File: config.mk
export PLATFORM = sky130hd
export DESIGN_NAME = mem_port_arbiter
export DESIGN_NICKNAME = d
export VERILOG_FILES = /design/src/rtl/mem_port_arbiter.sv
export SDC_FILE = /design/constraint.sdc
export NUM_CORES = 1
export LEC_CHECK = 0
export BUFFER_PORTS_ARGS = -buffer_cell sky130_fd_sc_hd__buf_4
export CORE_MARGIN = 2
export CORE_UTILIZATION = 50
export CTS_BUF_LIST = sky130_fd_sc_hd__clkbuf_4 sky130_fd_sc_hd__clkbuf_8
export CTS_CLUSTER_SIZE = 28
export DETAILED_ROUTE_END_ITERATION = 10
export PLACE_DENSITY_LB_ADDON = 0.1
export SETUP_SLACK_MARGIN = 0.05
export SLEW_MARGIN = 20
export SYNTH_ARGS = -nofsm -noshare
export SYNTH_HDL_FRONTEND = slang
export SYNTH_SLANG_ARGS = --single-unit
export TNS_END_PERCENT = 20
File: constraint.sdc
create_clock -name clk -period 5.2 [get_ports clk]
set_input_delay 0.26 -clock clk [delete_from_list [all_inputs] [get_ports clk]]
set_output_delay 0.26 -clock clk [all_outputs]
set_load 0.05 [all_outputs]
File: src/rtl/mem_port_arbiter.sv
// Two-port (ifetch/data) arbiter onto a single-ported memory with a latched request,
// one-cycle recovery gap between transactions, optional round-robin and a sticky error flag.
module mem_port_arbiter #(
  parameter int RR_MODE        = 0,
  parameter int TIMEOUT_CYCLES = 64,
  parameter int DATA_W         = 32
) (
  input  logic                clk,
  input  logic                rst,
  input  logic                i_read,
  input  logic [31:0]         i_addr,
  output logic [DATA_W-1:0]   i_rdata,
  output logic                i_resp,
  input  logic                d_read,
  input  logic                d_write,
  input  logic [31:0]         d_addr,
  input  logic [DATA_W-1:0]   d_wdata,
  input  logic [DATA_W/8-1:0] d_byte_enable,
  output logic [DATA_W-1:0]   d_rdata,
  output logic                d_resp,
  output logic                mem_read,
  output logic                mem_write,
  output logic [31:0]         mem_address,
  output logic [DATA_W-1:0]   mem_wdata,
  output logic [DATA_W/8-1:0] mem_byte_enable,
  input  logic [DATA_W-1:0]   mem_rdata,
  input  logic                mem_resp,
  output logic                err
);

  localparam int BE_W = DATA_W / 8;
  localparam int TW   = (TIMEOUT_CYCLES > 1) ? $clog2(TIMEOUT_CYCLES) : 1;
  localparam logic [TW-1:0] TLIM = TW'((TIMEOUT_CYCLES > 0) ? TIMEOUT_CYCLES - 1 : 0);

  typedef enum logic [1:0] {IDLE, SERVE_I, SERVE_D, RECOVER} state_t;

  state_t            state, state_nx;
  logic              grant_i, grant_d, dual_op, d_req;
  logic              serving, timeout_hit;
  logic              own_d_p1, rd_p1, wr_p1, rr_prio_d;
  logic [TW-1:0]     tcnt;
  logic [31:0]       addr_p1;
  logic [DATA_W-1:0] wdata_p1;
  logic [BE_W-1:0]   be_p1;
  logic [DATA_W-1:0] i_rdata_p2, d_rdata_p2;

  function automatic logic [TW-1:0] sat_inc(input logic [TW-1:0] v);
    return (v == TLIM) ? v : v + 1'b1;
  endfunction

  always_comb begin
    state_nx = state;
    grant_i  = 1'b0;
    grant_d  = 1'b0;
    dual_op  = 1'b0;
    d_req    = 1'b0;
    case (state)
      IDLE: begin
        dual_op = d_read & d_write;
        d_req   = d_read ^ d_write;
        if (d_req && i_read) begin
          if (RR_MODE == 0 || rr_prio_d) grant_d = 1'b1;
          else                           grant_i = 1'b1;
        end else if (d_req) begin
          grant_d = 1'b1;
        end else if (i_read) begin
          grant_i = 1'b1;
        end
        if (grant_d)      state_nx = SERVE_D;
        else if (grant_i) state_nx = SERVE_I;
      end
      SERVE_I, SERVE_D: if (mem_resp) state_nx = RECOVER;
      RECOVER:          state_nx = IDLE;
      default:          state_nx = IDLE;
    endcase
  end

  assign serving     = (state == SERVE_I) || (state == SERVE_D);
  assign timeout_hit = (TIMEOUT_CYCLES != 0) && serving && !mem_resp && (tcnt == TLIM);

  // p1: request latched at the grant edge; p2: read data captured on mem_resp
  always_ff @(posedge clk) begin
    if (rst) begin
      state      <= IDLE;
      own_d_p1   <= 1'b0;
      rd_p1      <= 1'b0;
      wr_p1      <= 1'b0;
      rr_prio_d  <= 1'b1;
      tcnt       <= '0;
      err        <= 1'b0;
      i_rdata_p2 <= '0;
      d_rdata_p2 <= '0;
    end else begin
      state <= state_nx;
      if (grant_i || grant_d) begin
        own_d_p1  <= grant_d;
        rd_p1     <= grant_i | d_read;
        wr_p1     <= grant_d & d_write;
        rr_prio_d <= grant_i;
        tcnt      <= '0;
      end else if (serving && !mem_resp) begin
        tcnt <= sat_inc(tcnt);
      end
      if (dual_op || timeout_hit) err <= 1'b1;
      if (serving && mem_resp) begin
        if (!own_d_p1)  i_rdata_p2 <= mem_rdata;
        else if (rd_p1) d_rdata_p2 <= mem_rdata;
      end
    end
  end

  always_ff @(posedge clk) begin
    if (grant_i || grant_d) begin
      addr_p1  <= grant_d ? d_addr : i_addr;
      wdata_p1 <= grant_d ? d_wdata : '0;
      be_p1    <= (grant_d && d_write) ? d_byte_enable : '1;
    end
  end

  // Memory side is driven purely from latched state so it never glitches during SERVE
  assign mem_read        = serving & rd_p1;
  assign mem_write       = serving & wr_p1;
  assign mem_address     = serving ? addr_p1  : '0;
  assign mem_wdata       = serving ? wdata_p1 : '0;
  assign mem_byte_enable = serving ? be_p1    : '0;

  assign i_resp  = (state == RECOVER) & ~own_d_p1;
  assign d_resp  = (state == RECOVER) &  own_d_p1;
  assign i_rdata = i_rdata_p2;
  assign d_rdata = d_rdata_p2;

endmodule

-- After elaboration in Yosys (flattened, before gate mapping)
Index checks and enable logic that the tools add are counted.
- add/subtract/negate cells: 1
- multiply operators: 0
- divide/modulo/power cells: 0
- magnitude comparators: 0
- equal/unequal tests: 6
- shift-type cells: 0
- multiplexer cells: 18
- bitwise operators: 10
- reductions and logical operators: 16
- operators by type and width (kind ; number):
    2-to-1 mux 32 bit ; 3
    2-to-1 mux 1 bit ; 10
    adder 6 x 1 -> 6 bit, second input constant ; 1
    bitwise AND 1 bit ; 6
    == test 6 bit, second input constant ; 1
    2-to-1 mux 2 bit ; 3
    one-hot mux 2 bit (3 select lines) ; 1
    AND reduction 2 bit ; 3
    logical AND 1 bit ; 5
    == test 2 bit, second input constant ; 2
    2-to-1 mux 4 bit ; 1
    OR reduction 2 bit ; 2
    logical OR 1 bit ; 3
    inequality test 3 bit, second input constant ; 1
    AND reduction 3 bit ; 1
    == test 2 x 1 -> 1 bit, second input constant ; 1
    logical NOT 2 bit ; 1
    inequality test 2 bit, second input constant ; 1
    inverter 1 bit ; 2
    logical NOT 1 bit ; 1
    OR 1 bit ; 1
    XOR 1 bit ; 1
- register bits: 144
- latch bits: 0
- bits in writable memories: 0
- bits in read-only memories: 0
- output and inout bits: 137
- logic and storage cells: 62
- memories kept: 0

-- Longest topological paths before layout
Gate-level depths: netlist of run 1.
- depth after elaboration: 7
- mapped depth: 9

-- Worst setup path before layout of run 1
No wires, ideal clock.
- kind: input port to flip-flop
- start: in d_read
- end: reg addr_p1[0], enable pin
- setup time: 0.423 ns
- arrival: 2.013 ns
- required time: 4.777 ns
- path slack: 2.765 ns
- cell stages on the path: 3
- cells stage by stage: ha_1 > o21ai_0 > inv_1
- longest elaborated chain between the ends: 6
- elaborated cells between the ends (all ways): 11
- RTL lines (item ; RTL line ; RTL):
    start, declared ; 14 ; input logic d_read,
    XOR 1 bit (*) ; 60 ; d_req = d_read ^ d_write;
    2-to-1 mux 1 bit / logical AND 1 bit (equally long branches) ; 64, 61 ;
    2-to-1 mux 1 bit ; 61 ; if (d_req && i_read) begin
    2-to-1 mux 1 bit (2 in a row) ; 57 ; case (state)
    logical OR 1 bit (*) ; 113 ; if (grant_i || grant_d) begin
    end signal, assigned ; 114 ; addr_p1 <= grant_d ? d_addr : i_addr;
    end, declared ; 42 ; logic [31:0] addr_p1;
Mark *: on every way between the ends. The rest lies on a longest branch, timed or not. The select of a mux whose other input is x is not followed.
A chain may end at the register's enable or synchronous reset.

-- Worst setup path after layout of run 1
- start: reg state[0]
- end: reg wdata_p1[23], enable pin
- longest elaborated chain between the ends: 3
- elaborated cells between the ends (all ways): 4
- RTL lines (item ; RTL line ; RTL):
    start, declared ; 37 ; state_t state, state_nx;
    start signal, assigned ; 94 ; state <= state_nx;
    logical NOT 2 bit (*) ; 57 ;
    2-to-1 mux 1 bit ; 57 ;
    logical OR 1 bit (*) ; 113 ;
    end signal, assigned ; 115 ; wdata_p1 <= grant_d ? d_wdata : '0;
    end, declared ; 43 ; logic [DATA_W-1:0] wdata_p1;
Mark *: on every way between the ends. The rest lies on a longest branch, timed or not.

==> reports/qor.log, run 1 <==
INFO  run_status     status=finished clean
INFO  placed_design  place_congestion=0.8328
INFO  final_layout   final_common_cell=buf_4
INFO  clock_tree     ctsResizeCount=0
INFO  clock_tree     cts.sinks=144
INFO  sta            final.period_utilization=0.5819
INFO  die            floorplan.io_pins=275
INFO  setup_path     required=5.26ns
INFO  sta            worst-slew-pin-transition=1.033ns
INFO  die            core=11560squm
INFO  yosys          yosys.area.top_type=edfxtp_1
INFO  drt            vias_per_cell=5.046
INFO  drt            drcViolationCount=0
INFO  placed_design  place.detailed.hpwl=11120um
INFO  drt            avgRoutedWirePerCell=15.51um
INFO  clock_tree     cts-buffers-inserted=17
INFO  yosys          warnings_synthesis=0
INFO  final_layout   layout.nets=976
INFO  placed_design  placedCellCount=957
INFO  final_layout   most-common-layout-cells=278 x buf_4, 135 x nand2_1, 76 x dfxtp_1
INFO  clock_tree     worst_skew_pair.late_latency=0.43ns
INFO  placed_design  numPortBuffers=274
INFO  setup_path     crit_path_start_kind=register
INFO  global_routing via_count_of_the_first_global_routing_pass=4727
INFO  global_routing grt_start_max_net_pins=72
INFO  final_layout   multi_input_area=2203squm
INFO  die            total_number_of_placement_rows=39
INFO  setup_path     worstPathArrival=3.08ns
INFO  yosys          synth.cell_area=5984squm
INFO  clock_tree     cts_root_buffer_type=clkbuf_8
INFO  power          leakagePower=3.735nW
INFO  die            overall_die_height=113.4um
INFO  sta            finalCriticalPeriod=3.026ns
INFO  drt            drtIter0Drc=239
INFO  drt            via_count=4990
INFO  sta            achievable-frequency=330.5MHz
INFO  drt            drt-pass1-iter-count=4
INFO  yosys          post-synth-top-area-fraction=0.3412
INFO  sta            final-setup-viol-count=0
INFO  setup_path     slowest_stage=ha_1
INFO  drt            antenna_violating_nets_left=0
INFO  final_layout   antenna_cells_inserted=0
INFO  setup_path     cp_num_buf_inv=3
INFO  power          cellPowerDensity=601.3nW/um^2
INFO  sta            timing.clock.skew=0.01033ns
INFO  job            max-cap-violations=0
INFO  yosys          syn_avg_cell_area=10.37squm
INFO  global_routing grt.overflow.total=0
INFO  die            start_util=0.5175
INFO  sta            slew_violations=0
INFO  global_routing use_met2=0.4052
INFO  setup_path     crit_path_leading_delay_family=buffers and inverters
INFO  sta            grt_setup_unrepaired=false
INFO  die            dieArea=12860squm
INFO  global_routing grt_usage=0.2371
INFO  global_routing grt-busiest-layer=met2
INFO  yosys          synth_top_cells_by_area=edfxtp_1 34%, dfxtp_1 25%, nand2_1 8.5%, and2_1 7.3%, mux2_2 6.0%
INFO  global_routing grtUsageMet1=0.2799
INFO  sta            tns=0ns
INFO  clock_tree     post_cts_buffers=0
INFO  final_layout   layout-drive-gt1-share=0.4184
INFO  global_routing number_of_antenna_violations_at_the_first_check_in_global_routing=0
INFO  yosys          netlist_instances=577
INFO  final_layout   fillCellCount=840
INFO  sta            hold_viol_final=0
INFO  final_layout   post_layout_nonfiller_instances=989
INFO  setup_path     critical_path.max_fanout=54
INFO  global_routing use_met3=0.07120
INFO  yosys          synth_seq_area_share=0.5954
INFO  clock_tree     cts_tree=built
INFO  global_routing grt_pass1_wl=23640um
INFO  sta            max_slew_margin=0.3115
INFO  final_layout   area.growth.synth_to_final=41.44%
INFO  yosys          synth_cell_types=34
INFO  drt            totalWireLength=15340um
INFO  setup_path     timing.critical_path.cells=inv_1, ha_1, o21ai_0, inv_2, buf_4
INFO  clock_tree     htree_levels=4
INFO  clock_tree     cts_buffer_depth=2
INFO  setup_path     end_kind=register
INFO  clock_tree     ctsHoldBuffers=0
INFO  final_layout   register_area=3563squm
INFO  yosys          postSynthNetCount=720
INFO  hold_path      holdCritPathClass=in2reg
INFO  die            fp.dieW=113.4um
INFO  setup_path     delay_contributed_by_the_slowest_stage_of_the_critical_path=0.84ns
INFO  setup_path     critPathKind=reg2reg
INFO  yosys          yosys_register_bits=144
INFO  power          vdd_drop_max=0.2994mV
INFO  clock_tree     clk_pin_slew=0.08ns
sequential cells by signal, indices dropped and copies added, names as in the netlist:
register / cells
wdata_p1: 32
i_rdata: 32
rd_p1: 1
wr_p1: 1
err: 1
state: 2
d_rdata: 32
tcnt: 6
own_d_p1: 1
be_p1: 4
addr_p1: 32
cell usage after synthesis:
library cell and count:
nand2b_1 2, nor3_1 1, mux2i_1 2, edfxtp_1 68, or2_2 4, and2_1 70
ha_1 5, and2b_4 1, mux2_1 1, buf_6 4, or2_1 1, or2b_1 1
mux2_2 32, nand4_1 2, o211ai_1 1, buf_2 15, o21ai_0 1, dfxtp_1 76
a311oi_1 3, and3_1 34, a21oi_1 68, nor2_1 14, a221oi_1 1, nand2_1 135
xnor2_1 1, clkbuf_1 21, and2_4 1, buf_4 1, xor2_1 1, inv_1 4
o21a_4 1, nor2b_1 1, nand3_1 3, nand2_2 1
per-stage QoR:
stage	util	power, mW	setup slack [ns]	hold WS (ns)	instance area [sq um]
global route	0.7319	5.329	1.891	0.04700	8464
global placement	0.6958	4.179	2.296	0.4422	8046
finish	0.7319	5.089	2.174	0.07537	8464
CTS	0.7318	5.125	2.181	0.04191	8463
detailed placement	0.6958	4.212	2.186	0.4480	8046
floorplan	-	3.472	2.765	0.3960	5984
cells by family (layout without fill, tap and decap cells):
logic type,after synthesis,count (layout),share of synthesized area
AOI/OAI and AO/OA,75,75,0.06732
xor gates and xnor gates,2,2,0.002928
adders and majority gates,5,5,0.01045
buffers and inverters,45,314,0.03701
DFF,144,144,0.5954
muxes,35,35,0.06544
and+or+nand+nor,271,271,0.2214
layer usage:
metal	wire, um	part of all wire
met1	6150	0.40
met3	1129	0.074
met2	7705	0.50
met5	0	0
met4	357	0.023
worst reg2reg max path, stage by stage, from the launching register on:
cell	delay, ns
dfxtp_1	0.33
inv_1	0.08
ha_1	0.84
o21ai_0	0.39
inv_2	0.36
buf_4	0.62
layout make-up:
type	count	share of cell area
multi-input cells	388	0.2603
inverters	4	0.001774
flip-flops and latches	144	0.4210
repair buffers	278	0.2466
well taps	143	0.02114
clock buffers	22	0.03356
clock inverters	10	0.01567
power breakdown:
group,internal [mW],switching [mW],leakage [nW]
Clock,0.515,0.396,0.222
Sequential,1.56,0.0872,1.28
Combinational,0.763,1.77,2.23
Total,2.84,2.25,3.74
final timing paths:
| check | startpoint | endpoint | slack, ns | cells after the start |
|---|---|---|---|---|
| max | state[0] | wdata_p1[23] | 2.17 | 5 |
| min | mem_rdata[12] | i_rdata[12] | 0.08 | 3 |
| max reg2reg | state[0] | wdata_p1[23] | 2.17 | 5 |
| min reg2reg | i_rdata[26] | i_rdata[26] | 0.46 | 2 |
No activity file was read; power rests on OpenSTA's default activity.
==> run 2, diff against run 1 <==
--- a/config.mk
+++ b/config.mk
@@ -7,7 +7,7 @@
 export LEC_CHECK = 0
 export BUFFER_PORTS_ARGS = -buffer_cell sky130_fd_sc_hd__buf_4
 export CORE_MARGIN = 2
-export CORE_UTILIZATION = 50
+export CORE_UTILIZATION = 44
 export CTS_BUF_LIST = sky130_fd_sc_hd__clkbuf_4 sky130_fd_sc_hd__clkbuf_8
 export CTS_CLUSTER_SIZE = 28
 export DETAILED_ROUTE_END_ITERATION = 10
==> constraint.sdc (replaced) <==
create_clock -name clk -period 2.7 [get_ports clk]
set_input_delay 0.135 -clock clk [delete_from_list [all_inputs] [get_ports clk]]
set_output_delay 0.135 -clock clk [all_outputs]
set_load 0.05 [all_outputs]
==> run 2 against run 1 <==
First-iteration DRC count rose by 29%. Sequential cell count did not move. Die area rose by 13%.
==> reports/qor.log, run 2 (synthesis gave the netlist of run 1 again) <==
INFO  global_routing grt.overflow.total=0 [unchanged]
INFO  final_layout   layout-drive-gt1-share=0.3653 [-0.05313]
INFO  sta            slew_violations=0 [unchanged]
INFO  clock_tree     cts.sinks=144 [unchanged]
INFO  final_layout   finish.utilization=0.7420 [+0.01006]
INFO  placed_design  place.detailed.hpwl=11440um [+2.9%]
INFO  final_layout   fillCellCount=927 [+10%]
INFO  sta            fin_worst_hold_slack=0.01795ns [-0.05742 ns]
INFO  sta            setup_slack=0.2801ns [-1.894 ns]
INFO  setup_path     required=2.90ns [-2.36 ns]
INFO  clock_tree     cts_buffer_depth=2 [unchanged]
INFO  global_routing via_count_of_the_first_global_routing_pass=5660 [+20%]
INFO  sta            finalCriticalPeriod=2.420ns [-0.6057 ns]
INFO  hold_path      holdCritPathClass=in2reg
INFO  die            overall_die_height=120.6um [+6.4%]
INFO  sta            worst-slew-pin-transition=0.8956ns [-0.1371 ns]
INFO  run_status     status=finished clean
INFO  placed_design  placedCellCount=994 [+3.9%]
INFO  drt            vias_per_cell=4.842 [-4.0%]
INFO  setup_path     critical_path.max_fanout=34 [-37%]
INFO  drt            avgRoutedWirePerCell=15.89um [+2.4%]
INFO  die            floorplan.io_pins=275 [unchanged]
INFO  global_routing number_of_antenna_violations_at_the_first_check_in_global_routing=0 [unchanged]
INFO  setup_path     end_kind=register
INFO  setup_path     crit_path_start_kind=register
INFO  sta            timing.clock.skew=0.007884ns [-0.002447 ns]
INFO  global_routing grt_pass1_wl=28340um [+20%]
INFO  setup_path     critPathKind=reg2reg
INFO  final_layout   post_layout_nonfiller_instances=1156 [+17%]
INFO  drt            antenna_violating_nets_left=0 [unchanged]
INFO  sta            final-setup-viol-count=0 [unchanged]
INFO  drt            via_count=5597 [+12%]
INFO  final_layout   antenna_cells_inserted=0 [unchanged]
INFO  global_routing grt_usage=0.2507 [+0.01360]
INFO  setup_path     worstPathArrival=2.62ns [-0.46 ns]
INFO  sta            final.period_utilization=0.8963 [+0.3144]
INFO  job            max-cap-violations=0 [unchanged]
INFO  sta            achievable-frequency=413.2MHz [+25%]
INFO  clock_tree     cts_root_buffer_type=clkbuf_8
INFO  drt            drtIter0Drc=308 [+29%]
INFO  die            fp.dieW=120.6um [+6.4%]
INFO  placed_design  post_place_cell_area=8119squm [+0.90%]
INFO  sta            tns=0ns [unchanged]
INFO  final_layout   area.growth.synth_to_final=64.19%
INFO  clock_tree     clk_pin_slew=0.08ns [about the same]
INFO  power          vdd_drop_max=0.4720mV [+58%]
INFO  drt            drcViolationCount=0 [unchanged]
INFO  clock_tree     htree_levels=4 [unchanged]
INFO  sta            grt_setup_unrepaired=false
INFO  clock_tree     cts_tree=built
INFO  die            dieArea=14550squm [+13%]
INFO  clock_tree     post_cts_buffers=0 [unchanged]
INFO  power          leakagePower=4.291nW [+15%]
INFO  die            start_util=0.4519 [-0.06556]
INFO  final_layout   most-common-layout-cells=282 x buf_4, 135 x nand2_1, 130 x dlygate4sd3_1
INFO  die            core=13240squm [+15%]
INFO  final_layout   final_common_cell=buf_4
INFO  drt            totalWireLength=18370um [+20%]
INFO  sta            hold_viol_final=0 [unchanged]
INFO  global_routing grt_start_max_net_pins=71 [-1.4%]
INFO  final_layout   layout.nets=1110 [+14%]
INFO  final_layout   fin_area=9826squm [+16%]
INFO  placed_design  dpl_worst_slack=0.5614ns [-1.624 ns]
INFO  placed_design  place_congestion=0.8002 [-3.9%]
INFO  drt            drt-pass1-iter-count=4 [unchanged]
INFO  placed_design  numPortBuffers=274 [unchanged]
INFO  clock_tree     worst_skew_pair.late_latency=0.45ns [+0.02 ns]
INFO  power          cellPowerDensity=1032nW/um^2 [+72%]
INFO  sta            max_slew_margin=0.4029 [+0.09142]
INFO  clock_tree     cts-buffers-inserted=17 [unchanged]
INFO  die            total_number_of_placement_rows=42 [+7.7%]
INFO  power          total_power=10.14mW [+99%]
==> run 2: changes by cell type in the layout (fill, tap and decap cells not counted), sizes merged <==
cell,change
buf,+4
bufinv,-1
clkbuf,+1
clkinv,-2
clkinvlp,+1
dlygate4sd3,+130
inv,+1
==> run 2: what timing repair did <==
item,in CTS,in global routing
endpoints found under the hold margin,125,5
endpoints found under the setup margin,0,31
gates resized for setup,0,1
hold buffers,124,6
==> run 2: critical path, stage by stage (launching register included) <==
cell	delay (ns)
dfxtp_1	0.37
inv_1	0.07
ha_1	0.30
nand2_4	0.41
mux2_2	0.42
dlygate4sd3_1	0.58
==> run 2: area by class of cell <==
class / instances / area (sq um) / area share
well taps: 176 / 220.2 / 0.02241
clock buffers: 23 / 297.8 / 0.03031
multi-input cells: 388 / 2208 / 0.2248
flip-flops and latches: 144 / 3563 / 0.3627
repair buffers: 412 / 3418 / 0.3479
clock inverters: 9 / 102.6 / 0.01044
inverters: 4 / 15.01 / 0.001528
==> run 2: routing by layer <==
metal,up-vias,wire length [um],global-route usage,part of all wire
met3,46,1127,0.07311,0.061
met2,204,9570,0.4336,0.52
met5,-,0,0,0
met4,0,677,0.1308,0.037
li1,2719,-,-,-
met1,2628,6994,0.2787,0.38
==> run 2: worst paths after layout <==
path / from / end / slack, ns / cells after the start
max reg2reg: state[0] / addr_p1[11] / 0.28 / 5
max: state[0] / addr_p1[11] / 0.28 / 5
min reg2reg: i_rdata[22] / i_rdata[22] / 0.46 / 2
min: d_wdata[21] / wdata_p1[21] / 0.02 / 2
==> run 2: power breakdown <==
group / switching (mW) / total (mW) / internal [mW]
Combinational: 3.52 / 5.23 / 1.71
Sequential: 0.186 / 3.19 / 3.01
Clock: 0.794 / 1.72 / 0.924
Total: 4.50 / 10.1 / 5.64
==> run 3, diff against run 2 <==
--- a/config.mk
+++ b/config.mk
@@ -6,8 +6,10 @@
 export NUM_CORES = 1
 export LEC_CHECK = 0
 export BUFFER_PORTS_ARGS = -buffer_cell sky130_fd_sc_hd__buf_4
+export CELL_PAD_IN_SITES_DETAIL_PLACEMENT = 1
+export CELL_PAD_IN_SITES_GLOBAL_PLACEMENT = 1
 export CORE_MARGIN = 2
-export CORE_UTILIZATION = 44
+export CORE_UTILIZATION = 32
 export CTS_BUF_LIST = sky130_fd_sc_hd__clkbuf_4 sky130_fd_sc_hd__clkbuf_8
 export CTS_CLUSTER_SIZE = 28
 export DETAILED_ROUTE_END_ITERATION = 10
==> run 3 against run 2 <==
Worst setup slack better by 0.046 ns. Cell area is 1.7% higher. Clock power rose by 9%. Die area is 36% higher. Routed wire length up 13%. Global-route usage is 4.4 points lower. Sequential share of layout area shrank 0.59 points. Count of clock-buffer cells in the layout fell by 4. Total power grew 2.5%. Utilization fell by 20 points. First-iteration DRC count down 32%. Largest power group unchanged.
==> reports/qor.log, run 3 (synthesis gave the netlist of run 1 again) <==
INFO  run_status     status=finished clean
INFO  placed_design  place.detailed.hpwl=13090um [+14%]
INFO  final_layout   antenna_cells_inserted=0 [unchanged]
INFO  setup_path     worstReg2RegEnd=addr_p1[26]
INFO  drt            via_count=5654 [+1.0%]
INFO  die            core=18520squm [+40%]
INFO  drt            drtIter0Drc=210 [-32%]
INFO  die            start_util=0.3232 [-0.1287]
INFO  clock_tree     htree_levels=4 [unchanged]
INFO  die            floorplan.io_pins=275 [unchanged]
INFO  setup_path     rrSetupSlack=0.36ns [+0.08 ns]
INFO  clock_tree     cts-buffers-inserted=17 [unchanged]
INFO  setup_path     delay_contributed_by_the_slowest_stage_of_the_critical_path=0.57ns [about the same]
INFO  sta            hold_viol_final=0 [unchanged]
INFO  drt            drt-pass1-iter-count=4 [unchanged]
INFO  hold_path      timing.hold.worst_endpoint=wdata_p1[1]
INFO  placed_design  place_congestion=0.7894 [-1.3%]
INFO  sta            final.period_utilization=0.8791 [-0.01715]
INFO  sta            grt_setup_unrepaired=false
INFO  setup_path     required=2.88ns [-0.02 ns]
INFO  setup_path     end_kind=register
INFO  clock_tree     cts_tree=built
INFO  drt            vias_per_cell=4.638 [-4.2%]
INFO  die            fp.dieW=140.8um [+17%]
INFO  final_layout   area.growth.synth_to_final=66.90%
INFO  sta            max_slew_margin=0.5914 [+0.1885]
INFO  drt            avgRoutedWirePerCell=17.06um [+7.4%]
INFO  global_routing grt-busiest-layer=met2
INFO  hold_path      worst_hold_path.num_cells=2 [unchanged]
INFO  global_routing number_of_antenna_violations_at_the_first_check_in_global_routing=0 [unchanged]
INFO  placed_design  numPortBuffers=274 [unchanged]
INFO  setup_path     critical_path.max_fanout=34 [unchanged]
INFO  final_layout   layout.nets=1115 [+0.45%]
INFO  final_layout   final_common_cell=buf_4
INFO  setup_path     worst_r2r_path_depth=5 [unchanged]
INFO  sta            tns=0ns [unchanged]
INFO  clock_tree     worst_skew_pair.late_latency=0.43ns [-0.02 ns]
INFO  setup_path     crit_path_start_kind=primary input
INFO  global_routing via_count_of_the_first_global_routing_pass=6019 [+6.3%]
INFO  die            overall_die_height=140.8um [+17%]
INFO  global_routing use_met2=0.3692 [-0.06442]
INFO  sta            slew_violations=0 [unchanged]
INFO  setup_path     slowest_stage=dlygate4sd3_1
INFO  placed_design  placedCellCount=1053 [+5.9%]
INFO  sta            finalCriticalPeriod=2.374ns [-0.04631 ns]
INFO  die            dieArea=19810squm [+36%]
INFO  hold_path      hp-start=d_wdata[1]
INFO  job            max-cap-violations=0 [unchanged]
INFO  final_layout   layout-drive-gt1-share=0.3624 [-0.002870]
INFO  clock_tree     cts_buffer_depth=2 [unchanged]
INFO  drt            drcViolationCount=0 [unchanged]
INFO  setup_path     timing.critical_path.cells=dlygate4sd3_1, buf_4, ha_1, nand2_4, mux2_2, dlygate4sd3_1
INFO  die            total_number_of_placement_rows=50 [+19%]
INFO  setup_path     worstPathArrival=2.56ns [-0.06 ns]
INFO  sta            fin_worst_hold_slack=0.03551ns [+0.01756 ns]
INFO  global_routing use_met3=0.06318 [-0.009934]
INFO  setup_path     cp_num_buf_inv=3 [+1]
INFO  clock_tree     cts_root_buffer_type=clkbuf_8
INFO  sta            achievable-frequency=421.3MHz [+2.0%]
INFO  global_routing grt_pass1_wl=32320um [+14%]
INFO  power          cellPowerDensity=1040nW/um^2 [+0.79%]
INFO  drt            antenna_violating_nets_left=0 [unchanged]
INFO  power          leakagePower=4.339nW [+1.1%]
INFO  global_routing grt.overflow.total=0 [unchanged]
INFO  sta            timing.clock.skew=0.01140ns [+0.003514 ns]
INFO  hold_path      holdCritPathClass=in2reg
INFO  power          vdd_drop_max=0.5667mV [+20%]
INFO  clock_tree     cts.sinks=144 [unchanged]
INFO  sta            final-setup-viol-count=0 [unchanged]
INFO  power          total_power=10.39mW [+2.5%]
INFO  setup_path     crit_path_leading_delay_family=buffers and inverters
INFO  drt            totalWireLength=20800um [+13%]
INFO  setup_path     critical-path-top-cell-by-count=dlygate4sd3_1
INFO  setup_path     critPathKind=in2reg
INFO  final_layout   post_layout_nonfiller_instances=1219 [+5.4%]
INFO  global_routing grt_start_max_net_pins=71 [unchanged]
INFO  sta            worst-slew-pin-transition=0.6129ns [-0.2827 ns]
INFO  setup_path     crit-reg2reg-launch=state[0]
INFO  clock_tree     clk_pin_slew=0.08ns [about the same]
INFO  final_layout   finish.utilization=0.5394 [-0.2026]
INFO  global_routing grtUsageMet1=0.2426 [-0.03609]
INFO  final_layout   most-common-layout-cells=282 x buf_4, 135 x nand2_1, 134 x dlygate4sd3_1
INFO  global_routing grt_usage=0.2067 [-0.04398]
run 3: changes by cell type in the layout (fill, tap and decap cells not counted), moves of 2 or more:
cell and change:
dlygate4sd3_1 +4, clkbuf_8 -3, bufinv_16 +2, inv_6 +2, inv_4 -2, clkinv_4 +2
run 3: metal layers:
layer / share of wire / wire [um]
met5: 0 / 0
met4: 0.012 / 247
met3: 0.069 / 1442
met2: 0.50 / 10410
met1: 0.42 / 8695
run 3: stage by stage:
stage	worst slack [ns]	cell area (sq um)
after global routing	0.1845	9988
final	0.3264	9988
after CTS	0.1063	9983
after floorplan	0.2797	5984
after detailed placement	0.6684	8210
after global placement	0.7660	8210
run 3: worst max path at each step:
stage / end / slack (ns) / cells after the start / startpoint
after floorplan: addr_p1[0] / 0.28 / 4 / state[0]
after global placement: addr_p1[8] / 0.77 / 4 / state[0]
after detailed placement: addr_p1[8] / 0.67 / 4 / state[0]
after CTS: addr_p1[8] / 0.11 / 6 / d_read
after global routing: mem_write / 0.18 / 5 / state[0]
final: addr_p1[26] / 0.33 / 6 / d_read
run 3: repair_timing:
item                       in CTS  in global routing
buffers inserted                0                  0
hold endpoints to repair      134                  0
setup endpoints to repair       0                 31
resized for setup               0                  1
hold buffers                  134                  0
run 3: worst reg2reg max path, delay by kind of cell (launching register included):
family                     cells  cell delay (ns)
DFF                            1             0.37
muxes                          1             0.42
buffers and inverters          2             0.64
adders and majority gates      1             0.27
and+or+nand+nor                1             0.39
run 3: layout make-up:
cell class	instances	area, sq um
fillers	2047	8529
flip-flops and latches	144	3563
repair buffers	417	3478
multi-input cells	388	2207
well taps	234	292.8
clock buffers	19	249.0
clock inverters	13	182.7
inverters	4	15.01
run 3: power by group:
part	switching, mW	internal, mW	total, mW
sequential	0.188	3.00	3.19
combinational	3.59	1.73	5.32
clock	0.851	1.03	1.88
total	4.63	5.76	10.4
